## src/rtl/axi_lite_pkg.sv

```systemverilog
// Shared definitions for the AXI4-Lite responders: response codes, FSM
// states, R-channel payload and the local-read timeout counter width.
package axi_lite_pkg;

    localparam logic [1:0] RESP_OKAY   = 2'b00;
    localparam logic [1:0] RESP_SLVERR = 2'b10;

    localparam int unsigned DATA_W   = 32;
    localparam int unsigned ADDR_W   = 32;
    localparam int unsigned TO_CNT_W = 8;

    typedef enum logic [1:0] {
        ST_IDLE = 2'b00,
        ST_REQ  = 2'b01,
        ST_RESP = 2'b10
    } state_t;

    typedef struct packed {
        logic [DATA_W-1:0] data;
        logic [1:0]        resp;
    } r_payload_t;

endpackage

```

## src/rtl/axil_addr_decode.sv

```systemverilog
// Combinational AXI-Lite window decode: byte address -> hit flag and word index.
// Shared by the read and write responders.
module axil_addr_decode #(
    parameter logic [31:0] BASE_ADDR = 32'h0000_0000,
    parameter int unsigned NUM_REGS  = 16
) (
    input  logic [31:0]                 i_araddr,
    output logic                        o_hit,
    output logic [$clog2(NUM_REGS)-1:0] o_index
);

    localparam int unsigned IDX_W = $clog2(NUM_REGS);

    logic [31:0] w_off;
    logic [29:0] w_word;

    // Offset from the window base (wraps below base) reduced to a word number.
    always_comb begin
        w_off   = i_araddr - BASE_ADDR;
        w_word  = 30'(w_off >> 2);
        o_hit   = (i_araddr[1:0] == 2'b00) && (w_word < 30'(NUM_REGS));
        o_index = w_word[IDX_W-1:0];
    end

endmodule

```

## src/rtl/axi_lite_read_responder.sv

```systemverilog
// AXI4-Lite read responder: accepts one AR at a time, reads a word through a
// variable-latency local register port and returns it on R.
// Optional macro AXIL_RD_TIMEOUT_EN: abort a stalled local read after TIMEOUT
// cycles with SLVERR.
module axi_lite_read_responder
    import axi_lite_pkg::*;
#(
    parameter logic [31:0] BASE_ADDR = 32'h0000_0000,
    parameter int unsigned NUM_REGS  = 16,
    parameter int unsigned TIMEOUT   = 255
) (
    input  logic                        ACLK,
    input  logic                        ARESETn,
    input  logic                        ARVALID,
    output logic                        ARREADY,
    input  logic [31:0]                 ARADDR,
    input  logic [2:0]                  ARPROT,
    output logic                        RVALID,
    input  logic                        RREADY,
    output logic [31:0]                 RDATA,
    output logic [1:0]                  RRESP,
    output logic                        Rd_Req,
    output logic [$clog2(NUM_REGS)-1:0] Rd_Addr,
    output logic [2:0]                  Rd_Prot,
    input  logic                        Rd_Ack,
    input  logic [31:0]                 Rd_Data,
    input  logic                        Rd_Err
);

    localparam int unsigned IDX_W = $clog2(NUM_REGS);

    state_t           r_state, w_state_nxt;
    logic             r_arready, w_arready_nxt;
    logic             r_rvalid, w_rvalid_nxt;
    r_payload_t       r_rpl, w_rpl_nxt;
    logic             r_rd_req, w_rd_req_nxt;
    logic [IDX_W-1:0] r_rd_addr, w_rd_addr_nxt;
    logic [2:0]       r_rd_prot, w_rd_prot_nxt;

    logic             w_hit;
    logic [IDX_W-1:0] w_index;

`ifdef AXIL_RD_TIMEOUT_EN
    logic [TO_CNT_W-1:0] r_to_cnt, w_to_cnt_nxt, w_to_cnt_inc;
`else
    logic w_unused_timeout;
    assign w_unused_timeout = ^TO_CNT_W'(TIMEOUT);
`endif

    axil_addr_decode #(
        .BASE_ADDR (BASE_ADDR),
        .NUM_REGS  (NUM_REGS)
    ) u_decode (
        .i_araddr (ARADDR),
        .o_hit    (w_hit),
        .o_index  (w_index)
    );

    // Next-state and next-output logic; every output is registered below.
    always_comb begin
        w_state_nxt   = r_state;
        w_arready_nxt = r_arready;
        w_rvalid_nxt  = r_rvalid;
        w_rpl_nxt     = r_rpl;
        w_rd_req_nxt  = r_rd_req;
        w_rd_addr_nxt = r_rd_addr;
        w_rd_prot_nxt = r_rd_prot;
`ifdef AXIL_RD_TIMEOUT_EN
        w_to_cnt_inc  = TO_CNT_W'(r_to_cnt + 1'b1);
        w_to_cnt_nxt  = r_to_cnt;
`endif
        case (r_state)
            ST_IDLE: begin
                w_arready_nxt = 1'b1;
                if (ARVALID && r_arready) begin
                    w_arready_nxt = 1'b0;
                    w_rd_prot_nxt = ARPROT;
                    if (w_hit) begin
                        w_rd_addr_nxt = w_index;
                        w_rd_req_nxt  = 1'b1;
                        w_state_nxt   = ST_REQ;
`ifdef AXIL_RD_TIMEOUT_EN
                        w_to_cnt_nxt  = '0;
`endif
                    end else begin
                        w_rpl_nxt.data = '0;
                        w_rpl_nxt.resp = RESP_SLVERR;
                        w_rvalid_nxt   = 1'b1;
                        w_state_nxt    = ST_RESP;
                    end
                end
            end
            ST_REQ: begin
                if (Rd_Ack) begin
                    w_rd_req_nxt   = 1'b0;
                    w_rpl_nxt.data = Rd_Data;
                    w_rpl_nxt.resp = Rd_Err ? RESP_SLVERR : RESP_OKAY;
                    w_rvalid_nxt   = 1'b1;
                    w_state_nxt    = ST_RESP;
                end
`ifdef AXIL_RD_TIMEOUT_EN
                else if (w_to_cnt_inc == TO_CNT_W'(TIMEOUT)) begin
                    w_rd_req_nxt   = 1'b0;
                    w_rpl_nxt.data = '0;
                    w_rpl_nxt.resp = RESP_SLVERR;
                    w_rvalid_nxt   = 1'b1;
                    w_state_nxt    = ST_RESP;
                end else begin
                    w_to_cnt_nxt   = w_to_cnt_inc;
                end
`endif
            end
            ST_RESP: begin
                if (RREADY) begin
                    w_rvalid_nxt  = 1'b0;
                    w_arready_nxt = 1'b1;
                    w_state_nxt   = ST_IDLE;
                end
            end
            default: begin
                w_state_nxt   = ST_IDLE;
                w_arready_nxt = 1'b0;
                w_rvalid_nxt  = 1'b0;
                w_rd_req_nxt  = 1'b0;
            end
        endcase
    end

    // State and output registers.
    always_ff @(posedge ACLK or negedge ARESETn) begin
        if (!ARESETn) begin
            r_state   <= ST_IDLE;
            r_arready <= 1'b0;
            r_rvalid  <= 1'b0;
            r_rpl     <= '0;
            r_rd_req  <= 1'b0;
            r_rd_addr <= '0;
            r_rd_prot <= '0;
        end else begin
            r_state   <= w_state_nxt;
            r_arready <= w_arready_nxt;
            r_rvalid  <= w_rvalid_nxt;
            r_rpl     <= w_rpl_nxt;
            r_rd_req  <= w_rd_req_nxt;
            r_rd_addr <= w_rd_addr_nxt;
            r_rd_prot <= w_rd_prot_nxt;
        end
    end

`ifdef AXIL_RD_TIMEOUT_EN
    // Cycles spent waiting for the local ack in the current request.
    always_ff @(posedge ACLK or negedge ARESETn) begin
        if (!ARESETn) begin
            r_to_cnt <= '0;
        end else begin
            r_to_cnt <= w_to_cnt_nxt;
        end
    end
`endif

    assign ARREADY = r_arready;
    assign RVALID  = r_rvalid;
    assign RDATA   = r_rpl.data;
    assign RRESP   = r_rpl.resp;
    assign Rd_Req  = r_rd_req;
    assign Rd_Addr = r_rd_addr;
    assign Rd_Prot = r_rd_prot;

endmodule
```

## config.mk

```make
export PLATFORM = sky130hd
export DESIGN_NAME = axi_lite_read_responder
export DESIGN_NICKNAME = d
export VERILOG_FILES = /design/src/rtl/axi_lite_pkg.sv /design/src/rtl/axil_addr_decode.sv /design/src/rtl/axi_lite_read_responder.sv
export SDC_FILE = /design/constraint.sdc
export NUM_CORES = 1
export LEC_CHECK = 0
export BUFFER_PORTS_ARGS = -buffer_cell sky130_fd_sc_hd__buf_2
export CELL_PAD_IN_SITES_DETAIL_PLACEMENT = 1
export CELL_PAD_IN_SITES_GLOBAL_PLACEMENT = 1
export CORE_MARGIN = 5
export CORE_UTILIZATION = 30
export DETAILED_ROUTE_END_ITERATION = 8
export GPL_ROUTABILITY_DRIVEN = 0
export GPL_TIMING_DRIVEN = 0
export PLACE_DENSITY_LB_ADDON = 0.12
export SYNTH_ARGS = -nofsm -noshare
export SYNTH_HDL_FRONTEND = slang
export SYNTH_HIERARCHICAL = 1
export SYNTH_SLANG_ARGS = --single-unit
```

## constraint.sdc

```tcl
create_clock -name ACLK -period 1.7 [get_ports ACLK]
set_clock_uncertainty 0.15 [all_clocks]
set_input_delay 0.17 -clock ACLK [delete_from_list [all_inputs] [get_ports ACLK]]
set_output_delay 0.17 -clock ACLK [all_outputs]
set_load 0.005 [all_outputs]
```

==> results of run 1 <==
==> cells in the mapped netlist <==
library cell / instances
o21ai_0: 1
buf_2: 4
inv_1: 3
nor4_1: 6
conb_1: 1
nor2b_1: 1
buf_6: 5
nor2_2: 1
nand2b_1: 1
a211oi_1: 1
o22ai_1: 1
a22o_1: 32
nand2_4: 1
buf_4: 5
nand4bb_4: 1
dfrtp_1: 45
nand2_1: 3
nor3_1: 1
nand4_1: 1
o21bai_1: 1
and4b_1: 1
mux2_2: 6
nand3_1: 1
mux2_4: 1
and4bb_4: 1
nor4_2: 1
a21o_1: 2
a21oi_1: 4
nor2_1: 2
==> worst max-delay path, stage by stage (launching register included) <==
cell and delay [ns]:
dfrtp_1 0.38, buf_6 0.14, nand4bb_4 0.19, a21o_1 0.18, buf_6 0.13, buf_6 0.14
a22o_1 0.19
==> area by class of cell <==
class	count	area, um^2	share of cell area (%)
sequential	45	1130	37.1
timing repair buffer	154	986	32.5
multi-input combinational	72	604	19.9
buffer	14	114	3.76
tap	75	93.8	3.10
clock buffer	6	82.6	2.72
clock inverter	2	13.8	0.454
inverter	3	11.3	0.371
==> metal layers <==
layer  part of all wire (%)  wire [um]  track usage [%]  vias up
li1                       -          -                -      818
met1                     42       2370             17.4      821
met2                     51       2900             26.2       57
met3                    6.6        379             3.91        6
met4                    1.0         59             3.98        0
met5                      0          0                0        -
==> power breakdown <==
part           switching (mW)  internal, mW
clock network           0.362         0.330
logic                   0.230         0.300
registers              0.0416          1.13
==> flip-flops by register name, summed over array words and instances (netlist names) <==
signal   cells
Rd_Req       1
RVALID       1
Rd_Addr      4
RDATA       32
Rd_Prot      3
ARREADY      1
r_state      2
RRESP        1
==> path summary, 6_finish.rpt <==
| path | startpoint | end | slack (ns) | depth (start not counted) |
|---|---|---|---|---|
| min | ARVALID | RVALID$_DFFE_PN0P_ | 0.18 | 4 |
| max reg2reg | r_state[0]$_DFFE_PN0P_ | RDATA[10]$_DFFE_PN0P_ | 0.1 | 6 |
| min reg2reg | RDATA[18]$_DFFE_PN0P_ | RDATA[18]$_DFFE_PN0P_ | 0.35 | 1 |
| max | r_state[0]$_DFFE_PN0P_ | RDATA[10]$_DFFE_PN0P_ | 0.1 | 6 |
| min in group asynchronous | ARESETn | RDATA[21]$_DFFE_PN0P_ | 0.44 | 2 |
| max in group asynchronous | ARESETn | RDATA[26]$_DFFE_PN0P_ | 0.32 | 2 |
==> per-stage QoR <==
stage          utilization [%]  setup TNS (ns)
2_1_floorplan                -               0
3_3_place_gp              41.9           -9.29
3_5_place_dp              41.9          -10.18
4_1_cts                   50.8               0
5_1_grt                   50.9               0
6_report                  50.9               0
==> cell families (layout without fill, tap and decap cells) <==
family	Yosys count	count (layout)	share of synthesized area, %
AO/OA/AOI/OAI	42	42	18.5
multiplexers	7	7	4.47
AND/OR/NAND/NOR	22	22	9.14
buffers and inverters	17	179	6.77
flip-flops	45	45	60.9
other	1	1	0.203
==> what timing repair did <==
action,CTS,global route
setup buffers,0,0
hold buffers,43,0
setup endpoints to repair,0,30
resized for setup,0,2
endpoints found under the hold margin,87,0
==> flow_metrics.tcl, run 1 <==
set metrics [dict create \
    nNetsFinal 368 \
    place_inst 320 \
    overflow 0 \
    ant_nets 0 \
    fp-row-count 28 \
    die_w_um 88.5 \
    start_kind "register" \
    finalInstanceArea_um2 3030 \
    drc 0 \
    port_buffers 111 \
    power_mw 2.40 \
    routed_via_density 4.59 \
    grt_pass1_wl_um 8880 \
    die-area_um2 7830 \
    powerDensity_nw_per_um2 791 \
    fillCellCount 662 \
    synth_area_leaders "dfrtp_1 61%, a22o_1 15%, mux2_2 3.7%" \
    place_area_um2 2500 \
    finalHoldViolCount 0 \
    io_pins 117 \
    whs_ns 0.181 \
    synth_top_area_cell "dfrtp_1" \
    timing.fmax_mhz 625 \
    vias 1702 \
    drt_iter0_drc 29 \
    h-tree-depth 2 \
    grt_usage_pct 14.7 \
    firstDrtPassIters 4 \
    wire_per_inst_um 15.4 \
    worst_skew_pair.late_latency_ns 0.29 \
    syn_area_um2 1850 \
    tritoncts "built" \
    synthToLayoutAreaGrowth_pct 64.0 \
    antenna_found_initial 0 \
    tightest_slew_ns 1.01 \
    grt_setup_unrepaired "no" \
    core-area_um2 5960 \
    layout_min_cycle_time_ns 1.60 \
    syn-instance-count 134 \
    worstPathRequired_ns 1.73 \
    slew_violations 0 \
    final_cells 371 \
    grt_max_degree 46 \
    cts_sinks 45 \
    crit_type "reg -> reg" \
    finalCritPeriodShare_pct 94.2 \
    grt_pass1_vias 1839 \
    hp-class "in -> reg" \
    seq_area_frac_synth_pct 60.9 \
    critPathMaxFanout 10 \
    clk_pin_slew_worst_paths_ns 0.09 \
    syn_avg_cell_area_um2 13.8 \
    cts_buffers 5 \
    dp_slack_ns -0.322 \
    max-vdd-ir-drop_mv 0.563 \
    maxCapViolCount 0 \
    yosys.area.top_type_share_pct 60.9 \
    yosysWarnings 6 \
    worstSetupEndpointType "register" \
    finalWirelength_um 5710 \
    cts.path.max_buffers 2 \
    p_leak_nw 1.64 \
    run_status "finished, final reports clean" \
    root_buffer "clkbuf_8" \
    layout_common_cells "115 x buf_2, 45 x dfrtp_1, 43 x dlygate4sd3_1" \
    slew-limit-headroom_pct 32.4 \
    start_util_pct 31.0 \
    drive_gt1_share_pct 49.3 \
    synth_fp_nets 207 \
    final-setup-viol-count 0 \
    hpwl_um 3880 \
    setup_slack_ns 0.0988 \
    num_antenna_cells 0 \
    final_common_cell "buf_2" \
    worstPathArrival_ns 1.63 \
    ys_types 29 \
    synth_seq_cells 45 \
    fp.dieH_um 88.5 \
]
No activity file was read; power rests on OpenSTA's default activity.
==> run 2: changes to the inputs <==
CTS_BUF_LIST = sky130_fd_sc_hd__clkbuf_4   (was unset)
==> run 2 against run 1 <==
Net effect:
- critical endpoint is now RDATA[1]$_DFFE_PN0P_
- total power decreased by 7.6%
- clock power decreased by 27%
- global-route usage increased by 0.17 points
- combinational power hardly changed
- first-iteration DRC count is 24% higher
- die area stayed put
- cell count stayed put
- utilization fell by 0.78 points
- design area decreased by 1.5%
==> flow_metrics.tcl, run 2 (synthesis results as in run 1) <==
set metrics [dict create \
    run_status "finished, final reports clean" \
    final_util_pct 50.1 \
    fin_tns_setup_ns 0 \
    vias 1710 \
    r2r.worst_path.cells 6 \
    cts_sinks 45 \
    tritoncts "built" \
    num_antenna_cells 0 \
    firstDrtPassIters 4 \
    start_util_pct 31.0 \
    slew-limit-headroom_pct 32.1 \
    die_w_um 88.5 \
    crit_type "reg -> reg" \
    slowest_delay_ns 0.40 \
    nNetsFinal 368 \
    critPathMaxFanout 10 \
    worstSetupEndpointType "register" \
    finalWirelength_um 5780 \
    largest_register_ffs 32 \
    wire_per_inst_um 15.6 \
    fp-row-count 28 \
    grt_pass1_wl_um 9020 \
    worstPathRequired_ns 1.81 \
    final-setup-viol-count 0 \
    fp.dieH_um 88.5 \
    powerDensity_nw_per_um2 742 \
    cts.path.max_buffers 2 \
    io_pins 117 \
    hp-class "in -> reg" \
    place_inst 320 \
    root_buffer "clkbuf_4" \
    slew_violations 0 \
    timing.fmax_mhz 623 \
    grt_usage_pct 14.9 \
    worstPathArrival_ns 1.71 \
    regToRegStartpoint "r_state[0]$_DFFE_PN0P_" \
    die-area_um2 7830 \
    worst_skew_pair.late_latency_ns 0.35 \
    drc 0 \
    clk_pin_slew_worst_paths_ns 0.13 \
    dp_slack_ns -0.322 \
    final_common_cell "buf_2" \
    max-vdd-ir-drop_mv 0.461 \
    grt_max_degree 46 \
    r2r_end "RDATA[1]$_DFFE_PN0P_" \
    finalCritPeriodShare_pct 94.4 \
    cp_cell_sequence "buf_6, nand4bb_4, a21o_1, buf_6, buf_6, a22o_1" \
    start_kind "register" \
    timing.critical_path.mode_cell "buf_6" \
    drive_gt1_share_pct 49.0 \
    layout_common_cells "115 x buf_2, 45 x dfrtp_1, 43 x dlygate4sd3_1" \
    drt_iter0_drc 36 \
    tightest_slew_ns 1.02 \
    finalInstanceArea_um2 2990 \
    layout_min_cycle_time_ns 1.60 \
    overflow 0 \
    final_cells 371 \
    port_buffers 111 \
    maxCapViolCount 0 \
    h-tree-depth 2 \
    grt_setup_unrepaired "no" \
    reg2reg_setup_slack_ns 0.1 \
    synthToLayoutAreaGrowth_pct 61.5 \
    p_leak_nw 1.63 \
    setup_slack_ns 0.0952 \
    antenna_found_initial 0 \
    grt_pass1_vias 1850 \
    cts_buffers 5 \
    finalHoldViolCount 0 \
    hpwl_um 3880 \
    routed_via_density 4.61 \
    core-area_um2 5960 \
    ant_nets 0 \
    crit_start "r_state[0]$_DFFE_PN0P_" \
    place_area_um2 2500 \
    worst_path_max_delay_cell "dfrtp_1" \
    endpoint "RDATA[1]$_DFFE_PN0P_" \
]
run 2: metrics by stage:
stage / total power [mW] / hold slack, ns
floorplan: 1.44 / -0.276
global placement: 1.66 / 0.244
detailed placement: 1.66 / 0.249
CTS: 2.26 / 0.0915
global route: 2.35 / 0.109
finish: 2.21 / 0.111
run 2: where the power goes:
group | switching [mW] | internal, mW | total (mW)
sequential | 0.0417 | 1.13 | 1.18
clock | 0.349 | 0.157 | 0.506
combinational | 0.231 | 0.300 | 0.532
run 2: repair_timing:
item,CTS,global route
gates resized for setup,0,1
setup endpoints to repair,0,1
hold endpoints to repair,89,0
hold buffers,43,0
setup buffers,0,0
run 2: critical path, delay by kind of cell (launching register included):
family | cells | cell delay (ns)
flip-flops | 1 | 0.40
buffers and inverters | 3 | 0.41
AO/OA/AOI/OAI | 2 | 0.37
AND/OR/NAND/NOR | 1 | 0.19
run 2: worst min path at each step:
stage / slack (ns) / cells past startpoint / start / endpoint
finish: 0.11 / 4 / ARVALID / RVALID$_DFFE_PN0P_
detailed placement: 0.25 / 2 / Rd_Data[3] / RDATA[3]$_DFFE_PN0P_
CTS: 0.09 / 4 / ARVALID / RVALID$_DFFE_PN0P_
global route: 0.11 / 4 / ARVALID / RVALID$_DFFE_PN0P_
global placement: 0.24 / 2 / Rd_Data[23] / RDATA[23]$_DFFE_PN0P_
floorplan: -0.28 / 0 / ARESETn / ARREADY$_DFFE_PN0P_
run 2: per-layer routing:
layer,vias up,track usage (%),wire length (um)
li1,818,-,-
met1,829,17.4,2340
met3,5,3.91,377
met2,58,27.1,3000
met5,-,0,0
met4,0,3.57,51
run 2: area by class of cell:
class	instances	area, um^2
multi-input combinational	72	599
tap	75	93.8
fill	666	2970
buffer	14	114
inverter	3	11.3
sequential	45	1130
timing repair buffer	154	986
clock buffer	5	37.5
clock inverter	3	17.5
